[src/rtl/rv32i_types.sv]
// Shared types for the rv32i pipeline slice.
// Holds the branch-predictor counter encoding and default sizes.
package rv32i_types;

  typedef enum logic [1:0] {
    SNT = 2'b00,
    WNT = 2'b01,
    WT  = 2'b10,
    ST  = 2'b11
  } bp_ctr_t;

  localparam int BP_IDX_BITS_DEFAULT  = 6;
  localparam int BP_CNT_WIDTH_DEFAULT = 32;

endpackage

[src/rtl/branch_predictor_if.sv]
// Predict (IF side) and update (EX side) bundle of the branch predictor.
// master = pipeline, slave = predictor.
interface branch_predictor_if #(
  parameter int CNT_WIDTH = rv32i_types::BP_CNT_WIDTH_DEFAULT
);
  logic                 fetch_req;
  logic [31:0]          fetch_pc;
  logic                 pred_valid;
  logic                 pred_taken;
  logic [31:0]          pred_target;
  logic                 upd_valid;
  logic [31:0]          upd_pc;
  logic                 upd_taken;
  logic                 upd_pred_taken;
  logic [31:0]          upd_target;
  logic [CNT_WIDTH-1:0] mispredict_cnt;

  modport master (
    output fetch_req, fetch_pc,
    output upd_valid, upd_pc, upd_taken,
    output upd_pred_taken, upd_target,
    input  pred_valid, pred_taken, pred_target,
    input  mispredict_cnt
  );

  modport slave (
    input  fetch_req, fetch_pc,
    input  upd_valid, upd_pc, upd_taken,
    input  upd_pred_taken, upd_target,
    output pred_valid, pred_taken, pred_target,
    output mispredict_cnt
  );
endinterface

[src/rtl/bp_ctr_update.sv]
// 2-bit saturating counter next-state.
// Shared by the table write path and the same-index bypass.
module bp_ctr_update
  import rv32i_types::*;
(
  input  bp_ctr_t cur_i,
  input  logic    taken_i,
  output bp_ctr_t nxt_o
);

  always_comb begin
    nxt_o = cur_i;
    unique case (cur_i)
      SNT: nxt_o = taken_i ? WNT : SNT;
      WNT: nxt_o = taken_i ? WT  : SNT;
      WT:  nxt_o = taken_i ? ST  : WNT;
      ST:  nxt_o = taken_i ? ST  : WT;
      default: nxt_o = cur_i;
    endcase
  end

endmodule

[src/rtl/branch_predictor.sv]
// PC-indexed 2-bit counter branch predictor with write-first bypass.
// Optional BTB (tag + target per entry) enabled by defining BP_BTB_EN.
module branch_predictor
  import rv32i_types::*;
#(
  parameter int IDX_BITS  = BP_IDX_BITS_DEFAULT,
  parameter int CNT_WIDTH = BP_CNT_WIDTH_DEFAULT
) (
  input logic               clk,
  input logic               rst,
  branch_predictor_if.slave bp
);

  localparam int N = 1 << IDX_BITS;

  logic [IDX_BITS-1:0]  f_idx, u_idx;
  bp_ctr_t              ctr_q [N];
  bp_ctr_t              u_nxt, f_ctr;
  logic                 same_idx;
  logic                 pred_valid_q, pred_valid_d;
  logic                 pred_taken_q, pred_taken_d;
  logic [31:0]          pred_target_q, pred_target_d;
  logic [CNT_WIDTH-1:0] cnt_q, cnt_d;

  assign f_idx    = bp.fetch_pc[IDX_BITS+1:2];
  assign u_idx    = bp.upd_pc[IDX_BITS+1:2];
  assign same_idx = bp.upd_valid && (u_idx == f_idx);

  bp_ctr_update u_ctr_update (
    .cur_i   (ctr_q[u_idx]),
    .taken_i (bp.upd_taken),
    .nxt_o   (u_nxt)
  );

  assign f_ctr = same_idx ? u_nxt : ctr_q[f_idx];

`ifdef BP_BTB_EN
  localparam int TAG_W = 30 - IDX_BITS;

  logic             btb_v_q   [N];
  logic [TAG_W-1:0] btb_tag_q [N];
  logic [31:0]      btb_tgt_q [N];
  logic             btb_wr;
  logic             e_v, hit;
  logic [TAG_W-1:0] e_tag;
  logic [31:0]      e_tgt;
  logic             unused;

  assign btb_wr = bp.upd_valid && bp.upd_taken;
  assign unused = ^{bp.fetch_pc[1:0], bp.upd_pc[1:0]};

  // Entry seen by fetch reflects a same-cycle taken write.
  always_comb begin
    e_v   = btb_v_q[f_idx];
    e_tag = btb_tag_q[f_idx];
    e_tgt = btb_tgt_q[f_idx];
    if (btb_wr && u_idx == f_idx) begin
      e_v   = 1'b1;
      e_tag = bp.upd_pc[31:IDX_BITS+2];
      e_tgt = bp.upd_target;
    end
  end

  assign hit = e_v && (e_tag == bp.fetch_pc[31:IDX_BITS+2]);

  always_comb begin
    pred_taken_d  = bp.fetch_req && hit && f_ctr[1];
    pred_target_d = (bp.fetch_req && hit) ? e_tgt : 32'b0;
  end

  always_ff @(posedge clk) begin
    if (rst) begin
      for (int i = 0; i < N; i++) btb_v_q[i] <= 1'b0;
    end else if (btb_wr) begin
      btb_v_q[u_idx]   <= 1'b1;
      btb_tag_q[u_idx] <= bp.upd_pc[31:IDX_BITS+2];
      btb_tgt_q[u_idx] <= bp.upd_target;
    end
  end
`else
  logic unused;

  assign unused = ^{bp.fetch_pc[1:0], bp.fetch_pc[31:IDX_BITS+2],
                    bp.upd_pc[1:0], bp.upd_pc[31:IDX_BITS+2],
                    bp.upd_target};

  always_comb begin
    pred_taken_d  = bp.fetch_req && f_ctr[1];
    pred_target_d = 32'b0;
  end
`endif

  assign pred_valid_d = bp.fetch_req;

  always_comb begin
    cnt_d = cnt_q;
    if (bp.upd_valid && (bp.upd_taken != bp.upd_pred_taken)
        && (cnt_q != '1))
      cnt_d = cnt_q + 1'b1;
  end

  always_ff @(posedge clk) begin
    if (rst) begin
      for (int i = 0; i < N; i++) ctr_q[i] <= WNT;
      pred_valid_q  <= 1'b0;
      pred_taken_q  <= 1'b0;
      pred_target_q <= 32'b0;
      cnt_q         <= '0;
    end else begin
      if (bp.upd_valid) ctr_q[u_idx] <= u_nxt;
      pred_valid_q  <= pred_valid_d;
      pred_taken_q  <= pred_taken_d;
      pred_target_q <= pred_target_d;
      cnt_q         <= cnt_d;
    end
  end

  assign bp.pred_valid     = pred_valid_q;
  assign bp.pred_taken     = pred_taken_q;
  assign bp.pred_target    = pred_target_q;
  assign bp.mispredict_cnt = cnt_q;

endmodule

[src/flat_wrapper.sv]
// flat-port wrapper written by rule: the top's interface ports become plain ports
module branch_predictor_flat import rv32i_types::*;
#(
  parameter int IDX_BITS  = BP_IDX_BITS_DEFAULT,
  parameter int CNT_WIDTH = BP_CNT_WIDTH_DEFAULT
)
  (clk, rst, bp_fetch_req, bp_fetch_pc, bp_upd_valid, bp_upd_pc, bp_upd_taken, bp_upd_pred_taken, bp_upd_target, bp_pred_valid, bp_pred_taken, bp_pred_target, bp_mispredict_cnt);
  branch_predictor_if #(.CNT_WIDTH(CNT_WIDTH)) bp_i ();
  input logic clk;
  input logic rst;
  input wire logic [$bits(bp_i.fetch_req)-1:0] bp_fetch_req;
  input wire logic [$bits(bp_i.fetch_pc)-1:0] bp_fetch_pc;
  input wire logic [$bits(bp_i.upd_valid)-1:0] bp_upd_valid;
  input wire logic [$bits(bp_i.upd_pc)-1:0] bp_upd_pc;
  input wire logic [$bits(bp_i.upd_taken)-1:0] bp_upd_taken;
  input wire logic [$bits(bp_i.upd_pred_taken)-1:0] bp_upd_pred_taken;
  input wire logic [$bits(bp_i.upd_target)-1:0] bp_upd_target;
  output wire logic [$bits(bp_i.pred_valid)-1:0] bp_pred_valid;
  output wire logic [$bits(bp_i.pred_taken)-1:0] bp_pred_taken;
  output wire logic [$bits(bp_i.pred_target)-1:0] bp_pred_target;
  output wire logic [$bits(bp_i.mispredict_cnt)-1:0] bp_mispredict_cnt;
  assign bp_i.fetch_req = bp_fetch_req;
  assign bp_i.fetch_pc = bp_fetch_pc;
  assign bp_i.upd_valid = bp_upd_valid;
  assign bp_i.upd_pc = bp_upd_pc;
  assign bp_i.upd_taken = bp_upd_taken;
  assign bp_i.upd_pred_taken = bp_upd_pred_taken;
  assign bp_i.upd_target = bp_upd_target;
  assign bp_pred_valid = bp_i.pred_valid;
  assign bp_pred_taken = bp_i.pred_taken;
  assign bp_pred_target = bp_i.pred_target;
  assign bp_mispredict_cnt = bp_i.mispredict_cnt;
  branch_predictor #(.IDX_BITS(IDX_BITS), .CNT_WIDTH(CNT_WIDTH)) u_core (.clk(clk), .rst(rst), .bp(bp_i));
endmodule
[config.mk]
export PLATFORM = sky130hd
export DESIGN_NAME = branch_predictor_flat
export DESIGN_NICKNAME = d
export VERILOG_FILES = /design/src/rtl/rv32i_types.sv /design/src/rtl/branch_predictor_if.sv /design/src/rtl/bp_ctr_update.sv /design/src/rtl/branch_predictor.sv /design/src/flat_wrapper.sv
export SDC_FILE = /design/constraint.sdc
export NUM_CORES = 1
export LEC_CHECK = 0
export CAP_MARGIN = 5
export CORE_ASPECT_RATIO = 0.7
export CORE_MARGIN = 1.5
export CORE_UTILIZATION = 49
export CTS_BUF_LIST = sky130_fd_sc_hd__clkbuf_8
export DETAILED_ROUTE_END_ITERATION = 10
export PLACE_DENSITY_LB_ADDON = 0.08
export SLEW_MARGIN = 25
export SYNTH_ARGS = -nofsm -noshare
export SYNTH_HDL_FRONTEND = slang
export SYNTH_SLANG_ARGS = --single-unit
[constraint.sdc]
create_clock -name clk -period 3.25 [get_ports clk]
set_clock_uncertainty 0.05 [all_clocks]
set_input_delay 0.4875 -clock clk [delete_from_list [all_inputs] [get_ports clk]]
set_output_delay 0.4875 -clock clk [all_outputs]
set_load 0.1 [all_outputs]
==> qor.txt, run 1 <==
status -> finished clean
post-DP HPWL -> 18900 um
initial antenna violation count -> 0
worst min-delay path category -> flip-flop to flip-flop
Mapped Area -> 0.00887 mm2
post-synthesis register bit count -> 162
Antenna Cells -> 0
grt ovf -> 0
Total Nets Final -> 1002
tightest hold margin -> 459 ps
Die H -> 116 um
Req. time, crit path -> 3410 ps
DRT antenna net count -> 0
worst setup margin -> 202 ps
Final Slew Violations -> 0
core area -> 0.0174 mm2
Synth Instances -> 825
CTS Hold Bufs -> 0
Post-synth EDFFs -> 128
drt wl/cell -> 22.8 um
Worst EP arrival -> 3210 ps
critical path launch point type -> primary input
Max Clock Freq -> 328 MHz
worst-path fanout max -> 15
register area share after synthesis -> 0.510
final hold vios -> 0
WS Path Type -> primary input to flip-flop
worst skew pair latency -> 480 ps
syn avg cell area -> 10.8 um2
post-layout minimum cycle time -> 3050 ps
Post-Place Cells -> 1111
RD Place Congestion -> 0.951
endpoints failing setup -> 0
leak pwr -> 3.54 nW
vias in the first global route -> 6621
DRC -> 0
Reg clk slew, reported paths -> 80 ps
clk root buf -> clkbuf_8
Die W -> 164 um
number of port buffers -> 51
DR pass1 iterations -> 5
Worst Tran Pin Value -> 958 ps
Vias -> 7086
synth unique cells -> 59
Ports -> 168
Async SR Flop Fraction -> 0
DRT Wirelength -> 26100 um
Max-cap violations -> 0
prevailing post-synth register cell -> edfxtp_1
# resized after CTS -> 0
htree depth -> 4
CTS Buf Count -> 17
Die ar. -> 0.0189 mm2
total setup buffers inserted after CTS -> 0
Critical Path End Type -> flip-flop
pwr dens -> 464 mW/mm2
Slew headroom -> 0.360
pin count of the biggest net entering global routing -> 66
clock sink count -> 162
Starting Density -> 0.510
CTS Buffer Depth -> 2
Synth warnings -> 0
GR Util All Layers -> 0.286
worst vdd rail ir drop -> 0.241 mV
Setup WS pre-CTS -> -234 ps
first-pass GRT wire length -> 39300 um
Synth-to-Final Area Change -> 15.1%
CTS tree -> done
unrepaired setup endpoints after global routing -> no
period utilization -> 0.938
Initial DRC Count -> 904
FP Rows -> 40
final std cells w/o fill -> 1143
detail-routed via count per cell -> 6.20
share of cells above drive strength 1 -> 0.218
fillers -> 1484
flip-flops by register name, indices dropped and copies added, names as in the netlist:
name / count
u_core.bp.pred_taken: 1
u_core.ctr_q: 128
u_core.bp.mispredict_cnt: 32
u_core.bp.pred_valid: 1
cells in the mapped netlist, drive strengths merged, types with 6 or more instances:
cell,n,share of area
nor3b,7,0.0059
o21ai,57,0.032
and4,7,0.0069
and2,6,0.0045
dfxtp,34,0.077
nand4,9,0.0063
a31oi,8,0.0056
mux2,8,0.010
nor3,56,0.032
nand2,76,0.032
mux2i,10,0.011
nor2,68,0.029
xor2,31,0.031
clkbuf,48,0.020
a22oi,7,0.0059
buf,63,0.052
and3,14,0.0099
edfxtp,128,0.43
a221oi,7,0.0083
mux4,32,0.081
a21oi,6,0.0034
xnor2,7,0.0069
nand3,73,0.041
path summary, 6_finish.rpt:
| kind | from | endpoint | slack, ps | depth (start not counted) |
|---|---|---|---|---|
| worst max-delay path | bp_upd_pc[3] | u_core.ctr_q[50][0]$_SDFFCE_PN1P_ | 200 | 11 |
| worst min-delay path | u_core.bp.mispredict_cnt[1]$_SDFFE_PP0P_ | u_core.bp.mispredict_cnt[1]$_SDFFE_PP0P_ | 460 | 2 |
| worst max register to register | u_core.ctr_q[11][0]$_SDFFCE_PN1P_ | u_core.ctr_q[50][0]$_SDFFCE_PN1P_ | 280 | 8 |
| worst min register to register | u_core.bp.mispredict_cnt[1]$_SDFFE_PP0P_ | u_core.bp.mispredict_cnt[1]$_SDFFE_PP0P_ | 460 | 2 |
cells in the final DEF, fill, tap and decap left out, drive strengths merged, types with 8 or more instances in the layout:
| master | count |
|---|---|
| mux4 | 32 |
| dfxtp | 34 |
| edfxtp | 128 |
| nor3 | 56 |
| nand2 | 76 |
| and3 | 14 |
| nand4 | 9 |
| mux2 | 8 |
| a31oi | 8 |
| nand3 | 73 |
| clkbuf | 19 |
| xor2 | 31 |
| clkdlybuf4s50 | 16 |
| o21ai | 57 |
| nor2 | 68 |
| buf | 119 |
| conb | 32 |
| mux2i | 10 |
| inv | 12 |
logic make-up (layout without fill, tap and decap cells):
logic type | count (synthesis) | count (layout) | share of synthesized area
mux | 50 | 50 | 0.103
other cells | 1 | 32 | 0.000423
simple gates | 344 | 344 | 0.192
fa+ha+maj | 3 | 3 | 0.00381
xor+xnor | 38 | 38 | 0.0375
compound gates | 111 | 111 | 0.0792
flops | 162 | 162 | 0.510
buf+inv | 116 | 172 | 0.0746
cell type report:
type	instances	area, um2	area share
Inverter	5	18.8	0.00184
Sequential cell	162	4520	0.443
Tap cell	231	289	0.0283
Clock inverter	13	171	0.0168
Timing Repair Buffer	135	1150	0.112
Multi-Input combinational cell	578	3810	0.373
Clock buffer	19	262	0.0256
worst max-delay path, stage by stage:
cell and delay [ps]:
buf_2 360, buf_12 180, mux4_2 520, nand2_1 90
a21boi_0 140, a2111o_1 390, nor4_1 240, buf_4 180
maj3_2 270, buf_4 240, nand3_1 110
power breakdown:
group,leakage [nW],switching (mW),internal (mW)
Combinational,1.88,0.557,0.242
Clock,0.237,0.768,0.870
Sequential,1.42,0.0303,2.27
routing by layer:
layer | share of wire | vias to the layer above | track usage
met5 | 0 | - | 0
met4 | 0.018 | 0 | 0.0824
met3 | 0.12 | 51 | 0.0866
met2 | 0.43 | 438 | 0.407
met1 | 0.43 | 3453 | 0.421
li1 | - | 3144 | -
through the flow:
step | area (um2) | power [mW] | utilization | TNS [ps]
finish | 10200 | 4.74 | 0.587 | 0
global route | 10200 | 4.87 | 0.587 | 0
CTS | 10200 | 4.73 | 0.587 | 0
detailed placement | 9780 | 3.13 | 0.562 | -21410
global placement | 9780 | 3.12 | 0.562 | -16000
floorplan | 8990 | 2.93 | - | 0
Note: power is estimated with default switching activity, not from simulation.
==> run 2: changes to the inputs <==
- CORE_MARGIN: 1.5 -> 10
==> run 2 against run 1 <==
Final cell count rose by 0.26%. Critical endpoint is now u_core.ctr_q[36][0]$_SDFFCE_PN1P_. Non-clock buffer count shrank 2. Combinational power barely moved. Design area down 1.1%. Critical path depth stayed put. Largest power group unchanged. First-iteration DRC count increased by 0.66%. Largest cell class unchanged.
==> qor.txt, run 2 (synthesis gave the netlist of run 1 again) <==
Req. time, crit path -> 3520 ps
clock sink count -> 162
FP Rows -> 41
pin count of the biggest net entering global routing -> 66
max reg flops -> 128
Max Clock Freq -> 325 MHz
worst skew pair latency -> 470 ps
Vias -> 7094
# resized after CTS -> 0
WS Path Type -> primary input to flip-flop
clock share of power -> 0.317
RD Place Congestion -> 0.978
Worst EP arrival -> 3350 ps
pwr dens -> 449 mW/mm2
grt ovf -> 0
final std cells w/o fill -> 1146
Die H -> 133 um
Final Slew Violations -> 0
Ports -> 168
share of cells above drive strength 1 -> 0.218
Die ar. -> 0.0240 mm2
worst vdd rail ir drop -> 0.281 mV
fillers -> 1557
WHS Path Cells -> 2
Placement Cell Area -> 0.00974 mm2
total power draw -> 4.54 mW
core area -> 0.0179 mm2
DR pass1 iterations -> 5
status -> finished clean
critical path launch point type -> primary input
post-route cell area -> 0.0101 mm2
Comb power frac -> 0.176
Sequential Power Share -> 0.507
htree depth -> 4
commonest cells after routing, fill and taps aside -> edfxtp_1 (128), buf_4 (110), nand2_1 (76)
sw frac -> 0.295
Pint -> 3.20 mW
post-layout minimum cycle time -> 3070 ps
period utilization -> 0.946
worst-path fanout max -> 21
Synth-to-Final Area Change -> 13.9%
Post-Place Cells -> 1114
worst min-delay path category -> flip-flop to flip-flop
Antenna Cells -> 0
Critical Path End Type -> flip-flop
leak pwr -> 3.50 nW
Reg clk slew, reported paths -> 80 ps
detail-routed via count per cell -> 6.19
Worst Tran Pin Value -> 965 ps
endpoints failing setup -> 0
number of port buffers -> 51
Slew headroom -> 0.354
Starting Density -> 0.496
Max-cap violations -> 0
CTS Buf Count -> 17
worst setup margin -> 176 ps
CTS Hold Bufs -> 0
DRT Wirelength -> 26100 um
first-pass GRT wire length -> 40300 um
clk root buf -> clkbuf_8
DRT antenna net count -> 0
initial antenna violation count -> 0
Die W -> 181 um
post-DP HPWL -> 19300 um
Total Nets Final -> 1000
vias in the first global route -> 6852
unrepaired setup endpoints after global routing -> no
drt wl/cell -> 22.7 um
total setup buffers inserted after CTS -> 0
Reg2Reg Depth -> 9
P_sw -> 1.34 mW
largest register by flop count -> u_core.ctr_q
GR Util All Layers -> 0.216
Setup WS pre-CTS -> -204 ps
CTS Buffer Depth -> 2
DRC -> 0
CTS tree -> done
most common cell after layout, fill and taps aside -> edfxtp_1
final hold vios -> 0
Initial DRC Count -> 910
## run 2: layout make-up
| cell class | count | area, um2 | share of cell area |
|---|---|---|---|
| flip-flops and latches | 162 | 4520 | 0.448 |
| repair buffers | 133 | 1090 | 0.108 |
| clock buffers | 18 | 248 | 0.0245 |
| well taps | 236 | 295 | 0.0292 |
| multi-input cells | 578 | 3810 | 0.376 |
| inverters | 5 | 18.8 | 0.00186 |
| clock inverters | 14 | 126 | 0.0125 |
## run 2: per-stage QoR
stage          setup TNS (ps)  utilization  hold WS [ps]
2_1_floorplan               0            -           608
3_3_place_gp           -12470        0.544           442
3_5_place_dp           -13820        0.544           449
4_1_cts                     0        0.565           461
5_1_grt                     0        0.565           491
6_report                    0        0.565           464
## run 2: path summary, 6_finish.rpt
kind	slack [ps]	to	start
setup / recovery	180	u_core.ctr_q[36][0]$_SDFFCE_PN1P_	bp_upd_pc[3]
hold / removal	460	u_core.bp.mispredict_cnt[1]$_SDFFE_PP0P_	u_core.bp.mispredict_cnt[1]$_SDFFE_PP0P_
setup reg to reg	260	u_core.ctr_q[36][0]$_SDFFCE_PN1P_	u_core.ctr_q[32][0]$_SDFFCE_PN1P_
hold reg to reg	460	u_core.bp.mispredict_cnt[1]$_SDFFE_PP0P_	u_core.bp.mispredict_cnt[1]$_SDFFE_PP0P_
## run 2: critical path, cell delays in order
cell and delay, ps:
buf_2 200, buf_4 230, buf_4 140, and4_1 170, a311oi_1 230, a31oi_1 230, a211o_1 310, or4_4 590
maj3_2 390, buf_4 240, nand3_1 120
## run 2: power by group through the flow
stage               combinational [mW]  clock, mW  sequential [mW]
finish                           0.798       1.44             2.30
detailed placement               0.781          0             2.35
global route                     0.839       1.55             2.30
floorplan                        0.572          0             2.35
CTS                              0.785       1.46             2.30
global placement                 0.774          0             2.34
## run 2: routing by layer
| metal | GRT usage | up-vias | share of wire | wire length, um |
|---|---|---|---|---|
| li1 | - | 3146 | - | - |
| met1 | 0.309 | 3487 | 0.44 | 11400 |
| met2 | 0.310 | 434 | 0.43 | 11200 |
| met3 | 0.0744 | 27 | 0.12 | 3250 |
| met4 | 0.0436 | 0 | 0.0096 | 250 |
| met5 | 0 | - | 0 | 0 |
==> run 3: changes to the inputs <==
- PLACE_DENSITY: default -> 0.85
- PLACE_DENSITY_LB_ADDON: 0.08 -> default
==> run 3 against run 2 <==
Total power fell by 1.6%. Core utilization decreased by 0.063 points. Global-route usage is 0.99 points lower. Via count down 0.76%. Final cell count decreased by 0.17%. Sequential cell count stayed put.
==> qor.txt, run 3 (synthesis gave the netlist of run 1 again) <==
number of port buffers -> 51
total power draw -> 4.46 mW
core area -> 0.0179 mm2
worst min-delay path category -> flip-flop to flip-flop
endpoints failing setup -> 0
share of cells above drive strength 1 -> 0.218
Ports -> 168
htree depth -> 4
Max Clock Freq -> 332 MHz
Final Slew Violations -> 0
initial antenna violation count -> 0
grt ovf -> 0
unrepaired setup endpoints after global routing -> no
Initial DRC Count -> 994
pwr dens -> 442 mW/mm2
tightest hold margin -> 463 ps
leak pwr -> 3.46 nW
Die ar. -> 0.0240 mm2
DRT Wirelength -> 25100 um
status -> finished clean
post-DP HPWL -> 18400 um
final core occ -> 0.564
post-layout minimum cycle time -> 3010 ps
first-pass GRT wire length -> 39100 um
Total Nets Final -> 998
clock sink count -> 162
Vias -> 7040
period utilization -> 0.926
DR pass1 iterations -> 5
worst-path fanout max -> 31
detail-routed via count per cell -> 6.15
GR Util All Layers -> 0.206
DRC -> 0
Die W -> 181 um
critical path launch point type -> primary input
CTS Hold Bufs -> 0
DRT antenna net count -> 0
WS Path Type -> primary input to flip-flop
Post-Place Cells -> 1112
CTS Buffer Depth -> 2
Reg clk slew, reported paths -> 90 ps
largest register by flop count -> u_core.ctr_q
Max-cap violations -> 0
final std cells w/o fill -> 1144
CTS Buf Count -> 17
worst skew pair latency -> 470 ps
Starting Density -> 0.496
most common cell after layout, fill and taps aside -> edfxtp_1
CTS tree -> done
clk root buf -> clkbuf_8
worst vdd rail ir drop -> 0.230 mV
Die H -> 133 um
RD Place Congestion -> 0.959
Req. time, crit path -> 3480 ps
FP Rows -> 41
total setup buffers inserted after CTS -> 0
Synth-to-Final Area Change -> 13.8%
fillers -> 1536
Post-Route Setup TNS -> 0 ps
drt wl/cell -> 22.0 um
Worst Tran Pin Value -> 983 ps
vias in the first global route -> 6736
# resized after CTS -> 0
final hold vios -> 0
Antenna Cells -> 0
Worst EP arrival -> 3240 ps
Critical Path End Type -> flip-flop
pin count of the biggest net entering global routing -> 52
commonest cells after routing, fill and taps aside -> edfxtp_1 (128), buf_4 (106), nand2_1 (76)
Slew headroom -> 0.343
max reg flops -> 128
[run 3: stage by stage]
stage	setup WS, ps	cell area, um2
2_1_floorplan	171	8990
3_3_place_gp	-108	9750
3_5_place_dp	-140	9750
4_1_cts	345	10100
5_1_grt	177	10100
6_report	241	10100
[run 3: cell type report]
cell class | count | area [um2] | share of cell area
Inverter | 5 | 18.8 | 0.00186
Sequential cell | 162 | 4520 | 0.448
Clock inverter | 15 | 119 | 0.0118
Clock buffer | 17 | 234 | 0.0232
Timing Repair Buffer | 131 | 1100 | 0.109
Tap cell | 236 | 295 | 0.0292
Multi-Input combinational cell | 578 | 3810 | 0.377
[run 3: final timing paths]
| kind | from | to | slack (ps) | cells after the start |
|---|---|---|---|---|
| worst max-delay path | bp_upd_pc[3] | u_core.ctr_q[23][1]$_SDFFCE_PN0P_ | 240 | 12 |
| worst min-delay path | u_core.bp.mispredict_cnt[1]$_SDFFE_PP0P_ | u_core.bp.mispredict_cnt[1]$_SDFFE_PP0P_ | 460 | 2 |
| worst max register to register | u_core.ctr_q[39][0]$_SDFFCE_PN1P_ | u_core.ctr_q[63][0]$_SDFFCE_PN1P_ | 350 | 8 |
| worst min register to register | u_core.bp.mispredict_cnt[1]$_SDFFE_PP0P_ | u_core.bp.mispredict_cnt[1]$_SDFFE_PP0P_ | 460 | 2 |
[run 3: worst max-delay path, stage by stage]
cell and delay (ps):
buf_2 280, buf_4 180, nor2b_1 570, buf_4 260, a22oi_1 110, o221ai_1 190
o21a_1 190, nor4_1 70, buf_4 150, maj3_2 350, buf_12 180, nor3_1 190
[run 3: power by group]
part | leakage [nW] | switching (mW) | internal, mW
combinational | 1.86 | 0.549 | 0.240
sequential | 1.42 | 0.0277 | 2.27
clock | 0.174 | 0.781 | 0.596
total | 3.46 | 1.36 | 3.11
[run 3: layer usage]
metal	vias to the layer above	global-route usage	routed length (um)
met2	412	0.312	11600
li1	3138	-	-
met4	0	0.0663	540
met3	50	0.0466	2830
met5	-	0	0
met1	3440	0.287	10200
